==> config.mk <==
export PLATFORM = sky130hd
export DESIGN_NAME = disp_scan_ctrl
export DESIGN_NICKNAME = d
export VERILOG_FILES = /design/src/rtl/disp_pkg.sv /design/src/rtl/disp_scan_ctrl_bcdtosseg.sv /design/src/rtl/disp_scan_ctrl.sv
export SDC_FILE = /design/constraint.sdc
export NUM_CORES = 1
export LEC_CHECK = 0
export ABC_AREA = 1
export CORE_UTILIZATION = 50
export DETAILED_ROUTE_END_ITERATION = 12
export PLACE_DENSITY_LB_ADDON = 0.08
export SYNTH_ARGS = -nofsm -noshare
export SYNTH_HDL_FRONTEND = slang
export SYNTH_SLANG_ARGS = --single-unit
export TNS_END_PERCENT = 5
==> constraint.sdc <==
create_clock -name clk -period 2.53 [get_ports clk]
set_input_delay 0.6325 -clock clk [delete_from_list [all_inputs] [get_ports clk]]
set_output_delay 0.6325 -clock clk [all_outputs]
set_load 0.005 [all_outputs]
==> src/rtl/disp_pkg.sv <==
// Shared types and constants for the multiplexed 7-segment scan controller.
// Segment patterns are active-low, anodes are active-low.
package disp_pkg;

    localparam logic [6:0] SEG_OFF = 7'b1111111;
    localparam int         AN_MAX  = 32;

    typedef enum logic [1:0] {
        ST_IDLE,
        ST_GUARD,
        ST_SHOW
    } state_t;

    function automatic logic [AN_MAX-1:0] an_off();
        return '1;
    endfunction

    function automatic logic [AN_MAX-1:0] an_sel(input int i);
        return ~(AN_MAX'(1) << i);
    endfunction

endpackage

==> src/rtl/disp_scan_ctrl_bcdtosseg.sv <==
// Hex nibble to active-low 7-segment decoder, segments a..g with a as MSB.
// sacom is the common-anode enable for boards that route it.
module BCDtoSSeg (
    input  logic [3:0] bcd,
    output logic [6:0] sseg,
    output logic       sacom
);

    assign sacom = 1'b1;

    always_comb begin
        sseg = 7'b1111111;
        unique case (bcd)
            4'h0: sseg = 7'b0000001;
            4'h1: sseg = 7'b1001111;
            4'h2: sseg = 7'b0010010;
            4'h3: sseg = 7'b0000110;
            4'h4: sseg = 7'b1001100;
            4'h5: sseg = 7'b0100100;
            4'h6: sseg = 7'b0100000;
            4'h7: sseg = 7'b0001111;
            4'h8: sseg = 7'b0000000;
            4'h9: sseg = 7'b0000100;
            4'hA: sseg = 7'b0001000;
            4'hB: sseg = 7'b1100000;
            4'hC: sseg = 7'b0110001;
            4'hD: sseg = 7'b1000010;
            4'hE: sseg = 7'b0110000;
            4'hF: sseg = 7'b0111000;
        endcase
    end

endmodule

==> src/rtl/disp_scan_ctrl.sv <==
// Time-multiplexed scan controller for a common-anode multi-digit display.
// Values are double-buffered and committed only when digit 0 is entered.
module disp_scan_ctrl #(
    parameter int NDIGITS = 4,
    parameter int DWELL   = 50000,
    parameter int GUARD   = 500
) (
    input  logic                 clk,
    input  logic                 rst,
    input  logic                 enable,
    input  logic [4*NDIGITS-1:0] value,
    input  logic                 load,
    input  logic                 blank_lz,
    output logic [6:0]           sseg,
    output logic [NDIGITS-1:0]   an,
    output logic                 frame_done
);
    import disp_pkg::*;

    localparam int MAXC = (DWELL > GUARD) ? DWELL : GUARD;
    localparam int CW   = $clog2(MAXC + 1);
    localparam int IW   = $clog2(NDIGITS);

    localparam logic [CW-1:0] D_LAST = CW'(DWELL - 1);
    localparam logic [CW-1:0] G_LAST = CW'((GUARD > 0) ? GUARD - 1 : 0);
    localparam logic [IW-1:0] I_LAST = IW'(NDIGITS - 1);

    state_t               state, state_nxt;
    logic [IW-1:0]        idx, idx_nxt;
    logic [CW-1:0]        cnt, cnt_nxt;
    logic [4*NDIGITS-1:0] pend, pend_nxt;
    logic [4*NDIGITS-1:0] disp, disp_nxt;
    logic                 pend_v, pend_v_nxt;
    logic                 commit, fd_nxt, lz;
    logic [3:0]           nib;
    logic [6:0]           seg_dec, sseg_nxt;
    logic [NDIGITS-1:0]   an_nxt;

    always_comb begin
        state_nxt = state;
        idx_nxt   = idx;
        cnt_nxt   = cnt;
        commit    = 1'b0;
        fd_nxt    = 1'b0;
        if (!enable) begin
            state_nxt = ST_IDLE;
            idx_nxt   = '0;
            cnt_nxt   = '0;
        end else begin
            unique case (state)
                ST_IDLE: begin
                    idx_nxt   = '0;
                    cnt_nxt   = '0;
                    commit    = 1'b1;
                    state_nxt = (GUARD > 0) ? ST_GUARD : ST_SHOW;
                end
                ST_GUARD: begin
                    if (cnt == G_LAST) begin
                        cnt_nxt   = '0;
                        state_nxt = ST_SHOW;
                    end else begin
                        cnt_nxt = cnt + CW'(1);
                    end
                end
                ST_SHOW: begin
                    if (cnt == D_LAST) begin
                        cnt_nxt   = '0;
                        state_nxt = (GUARD > 0) ? ST_GUARD : ST_SHOW;
                        if (idx == I_LAST) begin
                            idx_nxt = '0;
                            commit  = 1'b1;
                            fd_nxt  = 1'b1;
                        end else begin
                            idx_nxt = idx + IW'(1);
                        end
                    end else begin
                        cnt_nxt = cnt + CW'(1);
                    end
                end
                default: state_nxt = ST_IDLE;
            endcase
        end
    end

    // A load coinciding with the commit edge bypasses the pending buffer.
    always_comb begin
        pend_nxt   = pend;
        pend_v_nxt = pend_v;
        disp_nxt   = disp;
        if (commit) begin
            if (load) begin
                disp_nxt   = value;
                pend_nxt   = value;
                pend_v_nxt = 1'b0;
            end else if (pend_v) begin
                disp_nxt   = pend;
                pend_v_nxt = 1'b0;
            end
        end else if (load) begin
            pend_nxt   = value;
            pend_v_nxt = 1'b1;
        end
    end

    always_comb begin
        lz = blank_lz && (idx_nxt != '0);
        for (int i = 0; i < NDIGITS; i++) begin
            if (i >= int'(idx_nxt) && disp_nxt[4*i +: 4] != 4'h0)
                lz = 1'b0;
        end
    end

    assign nib = disp_nxt[{idx_nxt, 2'b00} +: 4];

    BCDtoSSeg u_dec (
        .bcd   (nib),
        .sseg  (seg_dec),
        .sacom ()
    );

    always_comb begin
        an_nxt   = NDIGITS'(an_off());
        sseg_nxt = SEG_OFF;
        if (state_nxt == ST_SHOW && !lz) begin
            an_nxt   = NDIGITS'(an_sel(int'(idx_nxt)));
            sseg_nxt = seg_dec;
        end
    end

    always_ff @(posedge clk or posedge rst) begin
        if (rst) begin
            state      <= ST_IDLE;
            idx        <= '0;
            cnt        <= '0;
            pend       <= '0;
            pend_v     <= 1'b0;
            disp       <= '0;
            an         <= '1;
            sseg       <= SEG_OFF;
            frame_done <= 1'b0;
        end else begin
            state      <= state_nxt;
            idx        <= idx_nxt;
            cnt        <= cnt_nxt;
            pend       <= pend_nxt;
            pend_v     <= pend_v_nxt;
            disp       <= disp_nxt;
            an         <= an_nxt;
            sseg       <= sseg_nxt;
            frame_done <= fd_nxt;
        end
    end

endmodule

; After elaboration in Yosys (flattened, before gate mapping)
; Memory sizes are Yosys's and may differ from the RTL's.
; Index checks and enable logic that the tools add are counted.
[totals]
romBits = 112
ff_bits = 65
elab_cells = 67
output_inout_bits = 12
mem_count = 1
input_bits = 21
[memory_table]
columns = memory, depth, width, read_ports, rd_clocked_by_memory_dff, wr, line_no
row1 = (no name shown), 16, 7, 1, 0, 0, disp_scan_ctrl_bcdtosseg.sv:13  ; unique case (bcd)
[classes]
shifts = 2
add_sub_neg = 2
n_eq_ne = 7
n_reduce_logical = 13
bitwise_logic = 1
n_mux = 29
magnitude_cmp = 3
[ops]
columns = cell, n
row1 = $mux W16, 6
row2 = $pmux W16 S3, 1
row3 = $add A16 B1 Y16 const B, 1
row4 = $eq A16 B16 Y1 const B, 1
row5 = $eq A16 B9 Y1 const B, 1
row6 = $reduce_bool A4 Y1, 4
row7 = $shiftx A16 B5 Y4, 1
row8 = $mux W2, 6
row9 = $mux W1, 11
row10 = $mux W7, 1
row11 = $eq A2 B2 Y1 const B, 3
row12 = $pmux W2 S3, 1
row13 = $logic_and A1 B1 Y1, 5
row14 = $ge A1 B2 Y1 const A, 2
row15 = $mux W4, 1
row16 = $ne A4 B1 Y1 const B, 1
row17 = $not A4 Y4, 1
row18 = $pmux W2 S2, 1
row19 = $reduce_bool A2 Y1, 2
row20 = $shl A1 B2 Y4 const A, 1
row21 = $add A2 B1 Y2 const B, 1
row22 = $eq A2 B1 Y1 const B, 1
row23 = $ge A2 B2 Y1 const A, 1
row24 = $logic_not A2 Y1, 1
row25 = 2 further kinds, 2

; Logic depth before layout (Yosys ltp)
[depth]
depth_word = 15
depth_mapped = 20
mapped_depth_nobuf = 20

; Cells and area by module
; From an unflattened synthesis, not the netlist that was laid out.
[hier_totals]
cells_unflattened = 499
hier_area_um2 = 3837.4
[by_module_without_submodules]
columns = mod, seq_area_each_um2, cells_each, n_inst, area_per_inst_um2
row1 = disp_scan_ctrl, 1640.3, 446, 1, 3550.9
row2 = BCDtoSSeg, 0.0, 53, 1, 286.5

; Worst setup path before layout
; OpenSTA, ideal clock, no wires.
[synth_path]
kind = input-to-reg
start = input port enable
end = register sseg[6]
t_arrival_ps = 2309
setup_slack_ps = 144
n_path_buf = 2
setup_time_ps = 77
required_time_ps = 2453
stages = 16
cell_sequence = buf_2 nand2_1 inv_1 nand4_4 buf_6 nand3_1 nand2_1 nand3_1 nand2_1 nor2_2 inv_2 ha_1 nand3_1 nand3_1 nand2_1 nand2_1
[synth_between]
elab_chain_len = 11
elab_cells_between_ends = 26
classes_between = 3 x order compare / 1 x eq/ne / 1 x shift / 9 x mux / 11 x reduce/logical / 1 x memory
[synth_rtl]
columns = element, line_no
row1 = from (decl), disp_scan_ctrl.sv:10  ; input logic enable,
row2 = $mux W1 (*), disp_scan_ctrl.sv:45  ; if (!enable) begin
row3 = $mux W16 (*), disp_scan_ctrl.sv:90  ; if (commit) begin
row4 = via disp_nxt[0], disp_scan_ctrl.sv:32  ; logic [4*NDIGITS-1:0] disp, disp_nxt;
row5 = branches (longest 8 deep; another with $mem_v2 Z16 W7), --
row6 = $mux W7 (*), disp_scan_ctrl.sv:124  ; if (state_nxt == ST_SHOW && !lz) begin
row7 = via sseg_nxt[6], disp_scan_ctrl.sv:36  ; logic [6:0] seg_dec, sseg_nxt;
row8 = to (signal assigned), disp_scan_ctrl.sv:149  ; sseg <= sseg_nxt;
row9 = to (decl), disp_scan_ctrl.sv:14  ; output logic [6:0] sseg,
; Mark *: on every way through the listed nets, which the timed path passes.
; A chain may end at the register's enable or synchronous reset.

; Worst setup path in the final report
[layout_path]
start = register cnt[0]
end = register sseg[1]
[layout_between]
elab_chain_len = 14
elab_cells_between_ends = 35
classes_between = 3 x order compare / 3 x eq/ne / 1 x shift / 16 x mux / 11 x reduce/logical / 1 x memory
[layout_rtl]
columns = element, line_no
row1 = from (decl), disp_scan_ctrl.sv:30  ; logic [CW-1:0] cnt, cnt_nxt;
row2 = from (signal assigned), disp_scan_ctrl.sv:144  ; cnt <= cnt_nxt;
row3 = branches (longest 13 deep; another with $mem_v2 Z16 W7), --
row4 = $mux W7 (*), disp_scan_ctrl.sv:124
row5 = via sseg_nxt[1], disp_scan_ctrl.sv:36
; Marked as above.

==> summary.md <==
| Metric | Value |
|---|---|
| Worst Tran Pin Value | `0.387 ns` |
| Final setup margin | `between 0.15 and 0.2 ns` |
| Synth area leaders | `dfrtp_1 (35%), nand2_1 (13%), dfstp_2 (7.4%)` |
| Clk buf depth | `2` |
| Max Freq | `422 MHz` |
| First-pass GRT wire length | `~15,000 µm` |
| Max-cap violations | `0` |
| #FFs+latches synth | `65` |
| Routed Antenna Nets | `0` |
| First-pass DRT Iterations | `4` |
| Avg Cell Area, Syn | `a little under 8 µm²` |
| Ys flop type | `dfrtp_1` |
| Crit path capture type | `flop` |
| Peak VDD IR | `roughly 0.28 mV` |
| Sequential cell area fraction in the yosys report | `0.421` |
| Max Slew Vio Count | `0` |
| Largest net degree at the start of global routing | `66` |
| Yosys Warn Count | `0` |
| Nets | `slightly above 600` |
| Finished Cell Area | `roughly 5000 µm²` |
| Clock skew | `around 0.010 ns` |
| Worst Setup Start Kind | `flop` |
| Final Core Density | `0.676` |
| Syn Inst Count | `505` |
| Initial antenna violation count | `0` |
| Worst path arrival time | `between 2 and 3 ns` |
| Routed length per instance | `roughly 13 µm` |
| CTS Buf Count | `9` |
| Post-Route WL | `between 8000 and 9000 µm` |
| Antenna diode count | `0` |
| Async SR Flop Fraction | `1.00` |
| CTS tree | `done` |
| Reg2reg setup slack | `between 0.15 and 0.2 ns` |
| CTS root buf | `clkbuf_8` |
| CP max-delay cell | `dfrtp_1` |
| Worst-path clk slew | `roughly 0.070 ns` |
| Core Footprint | `7370 µm²` |
| Drt via density | `around 5.0` |
| Worst EP required | `approximately 2.8 ns` |
| Status | `completed` |
| Mapped Nets | `between 500 and 600` |
| Post-synth top area share | `0.347` |
| Setup WS pre-CTS | `-0.470 ns` |
| PnR Total Power | `around 2.6 mW` |
| All-Layer GR Usage | `0.227` |
| Cell mode on critical path | `nand2_1` |
| Layout cell share with drive strength beyond 1 | `0.260` |
| Vias in the first global route | `3,299` |
| Worst Setup Path Type | `flop to flop` |
| Post-DP HPWL | `between 6000 and 7000 µm` |
| Grt total ovfl | `0` |
| Final hold vios | `0` |
| Area of the die | `between 8000 and 9000 µm²` |
| Worst Path Max Fanout | `5` |
| Area growth syn-to-layout | `27.9%` |
| Lkg Pwr | `about 2.4 nW` |
| Drt drc | `0` |
| Post-route minimum period | `between 2 and 2.5 ns` |
| Worst skew pair latency | `roughly 0.34 ns` |
| CP Cell Sequence | `ha_4 > nand3_4 > nor2_4 > nand2_4 > nand2_1 > nand3_2 > nand2_4 > buf_6 > nor2_4 > nand2_1 > nand2_2 > nor2_4 > inv_2 > ha_2 > nand2_2 > o21ai_0 > nand2_1 > nand2_1` |
| H-tree level count | `3` |
| Via count | `3,434` |
| Post-Syn Area | `3890 µm²` |
| IO Port Bufs | `32` |
| Die width | `approximately 90 µm` |
| Top post-synthesis cells by count | `nand2_1 (131), inv_1 (58), dfrtp_1 (54)` |
| Site Rows | `31` |
| Initial Util | `0.528` |
| Routability cong. | `~0.86` |
| Hold Crit Class | `flop to flop` |
| I/O pin total | `33` |
| Dpl cells | `662` |
| CTS Sinks | `65` |
| Slew headroom | `0.739` |
| Distinct cell type count after synthesis | `37` |
| Fin cells | `691` |
| Fin crit share | `0.937` |
| Max stage delay on crit path | `between 0.4 and 0.5 ns` |
| Pwr/cell area | `approximately 520 nW/µm²` |
| Area leader, netlist | `dfrtp_1` |
| EDFF count, synth | `0` |
| Die span in y | `about 90 µm` |
| Count leader, synth | `nand2_1` |
| Number of DRC markers in iteration 0 | `about 100` |
| Post-Place Cell Area | `about 4600 µm²` |
| # setup viols final | `0` |
==> cell families (layout without fill, tap and decap cells) <==
family,after synthesis,count (layout),synth area share
AOI/OAI and AO/OA,68,68,0.0903
muxes,1,1,0.00257
adders and majority gates,11,11,0.0354
xor gates and xnor gates,4,4,0.00900
and+or+nand+nor,275,275,0.353
DFF,65,65,0.421
buffers and inverters,81,168,0.0887
==> path summary, 6_finish.rpt <==
check | startpoint | end | cells after the start
setup / recovery | cnt[0] | sseg[1] | 18
hold / removal | pend[11] | pend[11] | 2
setup reg to reg | cnt[0] | sseg[1] | 18
hold reg to reg | pend[11] | pend[11] | 2
max in group asynchronous | rst | sseg[0] | 3
min in group asynchronous | rst | pend[10] | 3
==> metrics by stage <==
stage               hold slack [ns]  TNS, ns
detailed placement            0.479    -3.99
floorplan                     0.453        0
global placement              0.471    -3.68
global route                  0.544  -0.0638
finish                        0.490        0
CTS                           0.496        0
==> metal layers <==
layer,wire [µm],part of all wire,track usage
met5,0,0,0
met1,4100,0.47,0.306
met3,322,0.037,0.0448
met2,4130,0.48,0.368
met4,96,0.011,0.0712
==> area by class of cell <==
class	instances	area, µm²
Clock buffer	14	163
Clock inverter	2	37.5
Fill cell	623	2390
Inverter	67	255
Multi-Input combinational cell	359	2010
Sequential cell	65	1640
Tap cell	99	124
Timing Repair Buffer	85	748
==> worst max-delay path: cells and delay by family (launching register included) <==
kind                     cells  cell delay (ns)
AND/OR/NAND/NOR             13             1.23
buffers and inverters        2             0.20
adder cells (fa/ha/maj)      2             0.38
flip-flops                   1             0.42
AO/OA/AOI/OAI                1             0.08
==> where the power goes <==
group	leakage [nW]	switching [mW]	internal [mW]
clock	0.0969	0.389	0.511
sequential	0.812	0.0480	1.11
combinational	1.49	0.317	0.222
==> sequential cells by signal, indices dropped and copies added, names as in the netlist <==
signal / flops
frame_done: 1
state: 2
cnt: 16
disp: 16
idx: 2
sseg: 7
pend_v: 1
pend: 16
an: 4
==> placed cells by master (no fill, tap or decap), drive strengths merged, types with 14 or more instances in the layout <==
cell type / instances
buf: 53
inv: 64
a21oi: 21
dfrtp: 54
nor2: 56
nand2: 157
o21ai: 44
clkbuf: 14
nand3: 42
clkdlybuf4s50: 30
==> what timing repair did <==
action	4_1_cts	5_1_grt
pin swaps	1	13
cloned	0	1
buffers inserted	0	12
hold buffers	0	0
hold endpoints to repair	0	0
gates resized for setup	3	28
endpoints found under the setup margin	7	7
No activity file was read; power rests on OpenSTA's default activity.
